<file path="src/rtl/core_run_ctrl.sv">
// core_run_ctrl: button-driven halt/step/run/burst sequencer for the core's step strobe, with PC breakpoint.
// Define CORE_RUN_CTRL_BP_FLAG_EN to add the sticky bp_hit status output.
module core_run_ctrl #(
    parameter int DEBOUNCE_CYCLES = 1000000,
    parameter int RUN_DIV         = 1,
    parameter int PC_W            = 32
) (
    input  logic            clk,
    input  logic            reset,
    input  logic            btn_step,
    input  logic            btn_run,
    input  logic            bp_en,
    input  logic [PC_W-1:0] bp_addr,
    input  logic [PC_W-1:0] pc,
    input  logic [7:0]      burst_len,
`ifdef CORE_RUN_CTRL_BP_FLAG_EN
    output logic            bp_hit,
`endif
    output logic            step,
    output logic            halted,
    output logic [1:0]      state,
    output logic [31:0]     step_count
);
    localparam int CW = DEBOUNCE_CYCLES > 1 ? $clog2(DEBOUNCE_CYCLES) : 1;
    localparam int DW = RUN_DIV > 1 ? $clog2(RUN_DIV) : 1;
    localparam logic [CW-1:0] DB_MAX  = CW'(DEBOUNCE_CYCLES - 1);
    localparam logic [DW-1:0] DIV_MAX = DW'(RUN_DIV - 1);

    typedef enum logic [1:0] {HALT = 2'd0, STEP = 2'd1, RUN = 2'd2, BURST = 2'd3} state_t;

    state_t        st;
    logic [1:0]    btn, s1, s2, db, db_q, press;
    logic [CW-1:0] cnt [2];
    logic          run_p, step_p, bp_skip, hit, slot;
    logic [DW-1:0] div_cnt;
    logic [7:0]    remaining;

    assign btn = {btn_run, btn_step};

    // Bit 0 is the step button, bit 1 the run button
    always_ff @(posedge clk) begin
        if (reset) begin
            s1   <= '0;
            s2   <= '0;
            db   <= '0;
            db_q <= '0;
            for (int b = 0; b < 2; b++) cnt[b] <= '0;
        end else begin
            s1   <= btn;
            s2   <= s1;
            db_q <= db;
            for (int b = 0; b < 2; b++) begin
                if (s2[b] == db[b]) cnt[b] <= '0;
                else if (cnt[b] == DB_MAX) begin
                    db[b]  <= s2[b];
                    cnt[b] <= '0;
                end else cnt[b] <= cnt[b] + 1'b1;
            end
        end
    end

    assign press  = db & ~db_q;
    assign step_p = press[0];
    assign run_p  = press[1];

    // bp_skip lets a resume execute the instruction that caused the halt
    assign hit    = bp_en && pc == bp_addr && !bp_skip;
    assign slot   = (st == RUN || st == BURST) && div_cnt == '0 && !run_p;
    assign step   = !reset && (st == STEP || (slot && !hit));
    assign halted = st == HALT;
    assign state  = st;

    always_ff @(posedge clk) begin
        if (reset) begin
            st         <= HALT;
            bp_skip    <= 1'b0;
            div_cnt    <= '0;
            remaining  <= '0;
            step_count <= '0;
`ifdef CORE_RUN_CTRL_BP_FLAG_EN
            bp_hit     <= 1'b0;
`endif
        end else begin
            if (step) step_count <= step_count + 32'd1;
            div_cnt <= div_cnt == DIV_MAX ? '0 : div_cnt + 1'b1;
`ifdef CORE_RUN_CTRL_BP_FLAG_EN
            if (run_p || step_p) bp_hit <= 1'b0;
            else if (slot && hit) bp_hit <= 1'b1;
`endif
            case (st)
                HALT: begin
                    div_cnt <= '0;
                    if (run_p) begin
                        st      <= RUN;
                        bp_skip <= 1'b1;
                    end else if (step_p) begin
                        st        <= burst_len == 8'd0 ? STEP : BURST;
                        remaining <= burst_len;
                        bp_skip   <= 1'b1;
                    end
                end
                STEP: st <= HALT;
                default: begin
                    if (run_p) st <= HALT;
                    else if (slot) begin
                        if (hit) st <= HALT;
                        else begin
                            bp_skip <= 1'b0;
                            if (st == BURST) begin
                                remaining <= remaining - 8'd1;
                                if (remaining == 8'd1) st <= HALT;
                            end
                        end
                    end
                end
            endcase
        end
    end
endmodule

</file>
<file path="config.mk">
export PLATFORM = sky130hd
export DESIGN_NAME = core_run_ctrl
export DESIGN_NICKNAME = d
export VERILOG_FILES = /design/src/rtl/core_run_ctrl.sv
export SDC_FILE = /design/constraint.sdc
export NUM_CORES = 1
export LEC_CHECK = 0
export ABC_AREA = 1
export BUFFER_PORTS_ARGS = -buffer_cell sky130_fd_sc_hd__buf_2
export CAP_MARGIN = 20
export CORE_MARGIN = 2
export CORE_UTILIZATION = 60
export CTS_BUF_LIST = sky130_fd_sc_hd__clkbuf_8
export CTS_CLUSTER_SIZE = 20
export DETAILED_ROUTE_END_ITERATION = 16
export PLACE_DENSITY = 0.86
export SLEW_MARGIN = 20
export SYNTH_ARGS = -nofsm -noshare
export SYNTH_HDL_FRONTEND = slang
export SYNTH_SLANG_ARGS = --single-unit
</file>
<file path="constraint.sdc">
create_clock -name clk -period 4.4 [get_ports clk]
set_clock_uncertainty 0.2 [all_clocks]
set_input_delay 0.44 -clock clk [delete_from_list [all_inputs] [get_ports clk]]
set_output_delay 0.44 -clock clk [all_outputs]
set_load 0.05 [all_outputs]
</file>
---- Yosys cells after proc, flatten, opt, wreduce, memory -nomap -nowiden ----
Memories as Yosys holds them, arrays and structs flattened.
Index checks and enable logic that the tools add are counted.
storage, ports and cells
  bits in registers ....................... 52
  memory bits (writable) .................. 40
  input bits .............................. 77
  logic and storage cells ................. 119
  memories ................................ 1
cells by class
  $add $sub $neg .......................... 5
  eq/ne operators ......................... 13
  reduce and logical (&&, ||, !) cells .... 25
  multiplexer cells ....................... 52
  bitwise logic cells ..................... 13
memory list
  name  depth  width  rd ports  clocked after memory_dff  wr ports  line  RTL
  cnt   2      20     2         0                         2         33    logic [CW-1:0] cnt [2];
operators with widths
  cell                     number
  $mux W20                 6
  $mux W8                  6
  $add A20 B1 Y20 const B  2
  $eq A20 B20 Y1 const B   2
  $add A32 B1 Y32 const B  1
  $eq A32 B32 Y1           1
  $mux W1                  29
  $mux W2                  8
  $pmux W8 S2              1
  $reduce_bool A5 Y1       2
  $eq A8 B1 Y1 const B     1
  $logic_not A8 Y1         1
  $sub A8 B1 Y8 const B    1
  $logic_and A1 B1 Y1      6
  $or A1 B1 Y1             6
  $reduce_and A6 Y1        1
  $not A1 Y1               5
  $reduce_and A5 Y1        1
  $eq A2 B2 Y1 const B     2
  $logic_not A1 Y1         4
  $ne A2 B2 Y1 const B     2
  $pmux W2 S2              1
  $reduce_and A2 Y1        2
  $reduce_and A4 Y1        1
  other kinds (13)         16

---- Depth between registers and ports, before layout ----
Gate-level depths: netlist of the first run.
  depth in word-level cells ............... 7
  gate-level depth with buffers ........... 16
  depth with buffers taken out ............ 15

---- Worst setup path after synthesis of the first run ----
OpenSTA, ideal clock, no wires.
  path kind ............................... reg2out
  start ................................... register st[1] (netlist: state[1])
  end ..................................... output step
  path buffers ............................ 0
  path slack .............................. 1.572 ns
  stages on the path, launching flop included .. 6
  arrival ................................. 2.188 ns
  path through ............................ dfxtp_1 -> ha_1 -> nor2_1 -> nor3_1 -> nand2_2 -> a21oi_1
on the way
  longest elaborated chain between the ends .. 7
ends and longest elaborated chain
  what                               line  RTL
  from (decl)                        31    state_t st;
  from (signal assigned)             97    st <= burst_len == 8'd0 ? STEP : BURST;
  $eq A2 B2 Y1                       68    assign slot = (st == RUN || st == BURST) && div_cnt == '0 && !run_p;
  $logic_or A1 B1 Y1                 68
  $logic_and A1 B1 Y1 (2 in series)  68
  $logic_and A1 B1 Y1                69    assign step = !reset && (st == STEP || (slot && !hit));
  $logic_or A1 B1 Y1 (*)             69
  $logic_and A1 B1 Y1 (*)            69
  to (decl)                          19    output logic step,
Mark *: on every way between the ends. The rest lies on a longest branch, timed or not.

---- Worst setup path after layout of the first run ----
Ends and elaborated chain as after synthesis.

==> results_dict.tcl, run 1 <==
set metrics [dict create \
    outcome "finished clean" \
    rsz0062_at_grt "false" \
    grt_max_degree 52 \
    clockBufferDepth 2 \
    ys.flop_type "dfxtp_1" \
    cts_setup_buffers 0 \
    hp-class "in2reg" \
    diodes 0 \
    synth_fa_ha_area_share_pct 2.01 \
    synth_top_area_share_pct 21.4 \
    yosys-top-cells-area "edfxtp_1 (21%), dfxtp_1 (19%), nand2_1 (14%)" \
    synthSimpleGateAreaFrac_pct 36.2 \
    drive_above_1_share_pct 15.9 \
    synthArstFlopShare_pct 0 \
    critical-path-slowest-cell "dfxtp_1" \
    fin_hold_ws_ps 113 \
    clk_pin_slew_ps 90 \
    critPathKind "reg2out" \
    worst_slew_pin_slew_ps 845 \
    synth_top_family_by_area "simple AND/OR/NAND/NOR gates" \
    multi_input_area_mm2 0.00295 \
    core_area_mm2 0.00915 \
    required_ps 3760 \
    cp.arrival_ps 2090 \
    drc 0 \
    num_vias 5315 \
    setup_viol_count_final 0 \
    start_util_pct 61.2 \
    finalMaxSlewViolations 0 \
    tns_ps 0 \
    cts_tree "yes" \
    pwr-share-comb_pct 34.1 \
    synthCells 815 \
    grt_pass1_wl_um 19300 \
    root_buffer "clkbuf_8" \
    yosys_warnings 0 \
    slew-limit-headroom_pct 43.5 \
    grt_usage_pct 23.3 \
    worstPathCellList "ha_1, nor2_1, nor3_1, nand2_2, a21oi_1, buf_2" \
    port-buffer-count 112 \
    p_seq_share_pct 42.9 \
    ys_types 38 \
    max_stage_delay_ps 460 \
    peakVddDrop_v 0.000249 \
    cts_resized 0 \
    muxShareOfSynthArea_pct 0.536 \
    cp_top_family "simple AND/OR/NAND/NOR gates" \
    finalWirelength_um 11700 \
    detail_route.wl_per_cell_um 10.8 \
    die-area_mm2 0.0101 \
    worst-path-buf-inv 1 \
    synthXorXnorAreaFrac_pct 3.75 \
    p_leak_nw 3.19 \
    synth_seq_cells 92 \
    hpwl_um 8950 \
    syn_avg_cell_area_um2 6.88 \
    period_needed_ps 2730 \
    vias_per_cell 4.92 \
    clockPowerShare_pct 23.0 \
    area_delta_synth_final_pct 17.4 \
    p_int_mw 1.48 \
    cp-end-kind "output port" \
    timing.fmax_mhz 366 \
    swShare_pct 38.0 \
    p_switching_uw 912 \
    powerDensity_mw_per_mm2 364 \
    ios 113 \
    worst-path-max-fanout 6 \
    gp_congestion 0.855 \
    finalCritPeriodShare_pct 62.1 \
    synth_top_cell_by_area "edfxtp_1" \
    netlist_area_mm2 0.00561 \
    clock_sinks 92 \
    numCtsBuffers 9 \
    grt_pass1_vias 4621 \
    r2r_slack_ps 1830 \
    rows 35 \
    antenna_found_initial 0 \
    worst-r2r-cell-count 8 \
    cts-hold-fix-buffers 0 \
    firstDrtPassIters 5 \
    ant_nets 0 \
    synth_compound_area_share_pct 7.48 \
    gr-total-overflow 0 \
    synth-seq-area-share_pct 40.0 \
    fillers 803 \
    final_nets 1050 \
    drt-initial-drc-count 234 \
    cap_viol_max_count 0 \
    crit_cells 6 \
    synth_edf_count 40 \
    whs_path_depth 3 \
    clk_latency_ps 350 \
    finalHoldViolCount 0 \
    seq_area_mm2 0.00224 \
    critPathLaunchType "register" \
    die_w_um 101 \
    htreeDepth 3 \
    chipHeight_um 101 \
]
## through the flow
stage                     instances  setup WS, ps  cell area (um^2)  util (%)  power, mW
after floorplan                 854          1570              5750         -       1.69
final                          1080          1670              6580      71.9       2.40
after global placement         1064          1650              6390      69.8       1.83
after global routing           1080          1530              6580      71.9       2.56
after detailed placement       1064          1620              6390      69.8       1.85
after CTS                      1080          1650              6580      71.9       2.40
## registers in the layout (all words and copies together), names as in the netlist
| register | flops |
|---|---|
| bp_skip | 1 |
| step_count | 32 |
| s2 | 2 |
| s1 | 2 |
| remaining | 8 |
| state | 2 |
| db | 2 |
| cnt | 40 |
| div_cnt | 1 |
| db_q | 2 |
## layout by cell type, fill, tap and decap left out, types with 7 or more instances in the layout
cell type    n
a21oi_1     43
buf_2      112
clkbuf_8     9
conb_1      41
dfxtp_1     52
edfxtp_1    40
ha_1         9
inv_1      129
nand2_1    209
nand3_1     44
nand4_1     13
nor2_1     128
nor2_2       7
nor3_1      28
nor4_1       9
o21ai_0     24
xnor2_1      7
xor2_1      17
## path summary, 6_finish.rpt
kind / start / to
max: state[1] / step
min: btn_step / s1[0]
max reg2reg: state[1] / step_count[20]
min reg2reg: s1[1] / s2[1]
## power by group through the flow
| stage | Sequential, mW | Clock, mW | Combinational [mW] |
|---|---|---|---|
| 3_5_place_dp | 1.04 | 0 | 0.804 |
| 4_1_cts | 1.03 | 0.568 | 0.810 |
| 3_3_place_gp | 1.04 | 0 | 0.791 |
| 6_report | 1.03 | 0.552 | 0.816 |
| 5_1_grt | 1.04 | 0.603 | 0.921 |
| 2_1_floorplan | 1.07 | 0 | 0.621 |
## worst min-delay path, stage by stage
cell    delay, ps
buf_2          70
inv_1          40
nor2_1         70
## layer usage
layer	vias to the layer above	global-route usage [%]	routed length (um)	part of all wire [%]
met1	2313	29.9	5390	46
met2	141	39.4	5400	46
met3	17	4.58	688	5.9
li1	2844	-	-	-
met4	0	8.22	229	2.0
met5	-	0	0	0
## Yosys cell counts, types with 2 or more instances
cell      number
a211oi_1       2
a21oi_1       43
a31oi_1        2
buf_2          4
buf_4          2
clkbuf_1       7
conb_1         2
dfxtp_1       52
edfxtp_1      40
ha_1           9
inv_1        128
mux2i_1        3
nand2_1      209
nand2_2        6
nand3_1       44
nand3_2        2
nand4_1       13
nor2_1       128
nor2_2         7
nor2_4         4
nor3_1        28
nor3_2         2
nor3b_1        6
nor4_1         9
o21a_1         4
o21ai_0       24
or2_2          2
xnor2_1        7
xor2_1        17
## cell families after synthesis
family          Yosys count
xor+xnor                 24
other cells               2
flops                    92
compound gates           79
simple gates            463
buf+inv                 143
fa+ha+maj                 9
mux                       3
## layout make-up
type                            instances  share of cell area [%]
Tap cell                              111                    2.11
Sequential cell                        92                    34.1
Multi-Input combinational cell        619                    44.9
Clock inverter                          7                    1.05
Inverter                              129                    7.36
Clock buffer                            9                    1.88
Timing Repair Buffer                  113                    8.63
No activity file was read; power rests on OpenSTA's default activity.
==> run 2, diff against run 1 <==
--- a/config.mk
+++ b/config.mk
@@ -9,11 +9,11 @@
 export BUFFER_PORTS_ARGS = -buffer_cell sky130_fd_sc_hd__buf_2
 export CAP_MARGIN = 20
 export CORE_MARGIN = 2
-export CORE_UTILIZATION = 60
+export CORE_UTILIZATION = 52
 export CTS_BUF_LIST = sky130_fd_sc_hd__clkbuf_8
 export CTS_CLUSTER_SIZE = 20
 export DETAILED_ROUTE_END_ITERATION = 16
-export PLACE_DENSITY = 0.86
+export PLACE_DENSITY = 0.79
 export SLEW_MARGIN = 20
 export SYNTH_ARGS = -nofsm -noshare
 export SYNTH_HDL_FRONTEND = slang
==> constraint.sdc (replaced) <==
create_clock -name clk -period 2.3 [get_ports clk]
set_clock_uncertainty 0.2 [all_clocks]
set_input_delay 0.23 -clock clk [delete_from_list [all_inputs] [get_ports clk]]
set_output_delay 0.23 -clock clk [all_outputs]
set_load 0.05 [all_outputs]
==> run 2 against run 1 <==
Net effect: sequential power rose by 90%; die area rose by 15%; clock-buffer cell count up 1; final area is 2.9% higher; power is 100% higher; sequential cell count stayed put; clock power increased by 110%; routed wire length grew 1.6%; critical path depth grew 1; worst hold slack worse by 65 ps; critical endpoint unchanged.
==> results_dict.tcl, run 2 (synthesized netlist as in run 1, its figures left out) <==
set metrics [dict create \
    rows 37 \
    drive_above_1_share_pct 17.5 \
    worst-path-max-fanout 6 \
    critPathLaunchType "register" \
    grt_pass1_wl_um 19900 \
    clk_pin_slew_ps 90 \
    layout_commonest_cell "nand2_1" \
    grt_pass1_vias 4815 \
    finish.utilization_pct 65.0 \
    cts_setup_buffers 0 \
    clk_latency_ps 360 \
    area_delta_synth_final_pct 20.8 \
    timing.fmax_mhz 456 \
    cts_tree "yes" \
    cap_viol_max_count 0 \
    gp_congestion 0.899 \
    period_needed_ps 2190 \
    die-area_mm2 0.0116 \
    grt_usage_pct 21.1 \
    reg_top3 "cnt: 40 flops, step_count: 32 flops, remaining: 8 flops" \
    peakVddDrop_v 0.000482 \
    finalMaxSlewViolations 0 \
    finalWirelength_um 11900 \
    start_util_pct 53.8 \
    largest_reg_flops 40 \
    holdCritStartpoint "burst_len[4]" \
    seq_area_mm2 0.00225 \
    hp-class "in2reg" \
    critPathKind "reg2out" \
    cp.arrival_ps 1760 \
    final_nets 1062 \
    gr-total-overflow 0 \
    setup_viol_count_final 0 \
    crit_path_start "state[0]" \
    fillers 946 \
    clock_sinks 92 \
    antenna_found_initial 0 \
    placedCellCount 1099 \
    port-buffer-count 112 \
    root_buffer "clkbuf_8" \
    regMostFlops "cnt" \
    drt-initial-drc-count 301 \
    detail_route.wl_per_cell_um 10.7 \
    cp-end-kind "output port" \
    numCtsBuffers 9 \
    die_w_um 108 \
    regToRegStartpoint "cnt[0][0]" \
    p_leak_nw 3.27 \
    ios 113 \
    finalHoldViolCount 0 \
    multi_input_area_mm2 0.00298 \
    drc 0 \
    powerDensity_mw_per_mm2 709 \
    clockBufferDepth 2 \
    mostFrequentLayoutCells "nand2_1 (209), inv_1 (129), nor2_1 (125)" \
    htreeDepth 3 \
    hpwl_um 9140 \
    diodes 0 \
    ant_nets 0 \
    firstDrtPassIters 5 \
    required_ps 1870 \
    grt_max_degree 52 \
    finalCritPeriodShare_pct 95.4 \
    core_area_mm2 0.0104 \
    stdcell_count 1117 \
    num_vias 5345 \
    chipHeight_um 108 \
    outcome "finished clean" \
    vias_per_cell 4.79 \
]
run 2: final timing paths:
path	to	cells after the start	slack [ps]
worst min-delay path	remaining[4]	5	50
worst max register to register	cnt[0][14]	10	160
worst max-delay path	step	7	110
worst min register to register	s2[0]	2	210
run 2: per-stage QoR:
stage          cell area, um^2  setup WS [ps]  hold slack (ps)  total power [mW]  TNS [ps]
3_5_place_dp              6520            140              196              3.64         0
2_1_floorplan             5760           76.4              108              3.26         0
3_3_place_gp              6520            173              197              3.61         0
4_1_cts                   6760           30.0             20.5              4.83         0
6_report                  6770            107             48.7              4.80         0
5_1_grt                   6770          -17.0             79.5              5.12     -22.9
run 2: power breakdown:
| group | total [mW] | switching [mW] | internal, mW |
|---|---|---|---|
| Combinational | 1.67 | 1.08 | 0.591 |
| Clock | 1.18 | 0.545 | 0.631 |
| Sequential | 1.96 | 0.120 | 1.84 |
run 2: per-layer routing:
metal  vias to the layer above  track usage [%]  wire length, um
met5                         -                0                0
met4                         0             7.60              131
met3                         9             4.00              786
met2                       136             36.7             5530
met1                      2330             25.9             5450
li1                       2870                -                -
run 2: final cells by class:
type	count	area share, %
clock buffers	10	2.03
clock inverters	6	1.16
well taps	136	2.51
repair buffers	125	10.0
flip-flops and latches	92	33.2
multi-input cells	619	43.9
inverters	129	7.15
run 2: worst max-delay path: stages, from the launching register on:
cell and delay (ps):
dfxtp_2 350, inv_1 100, ha_1 150, nor2_1 50
nor3_2 230, nand2_2 160, a21oi_2 160, buf_4 210
run 2: timing repair:
item,in CTS,in global routing
setup endpoints to repair,1,6
gates resized for setup,1,6
hold endpoints to repair,2,0
hold buffers,2,0
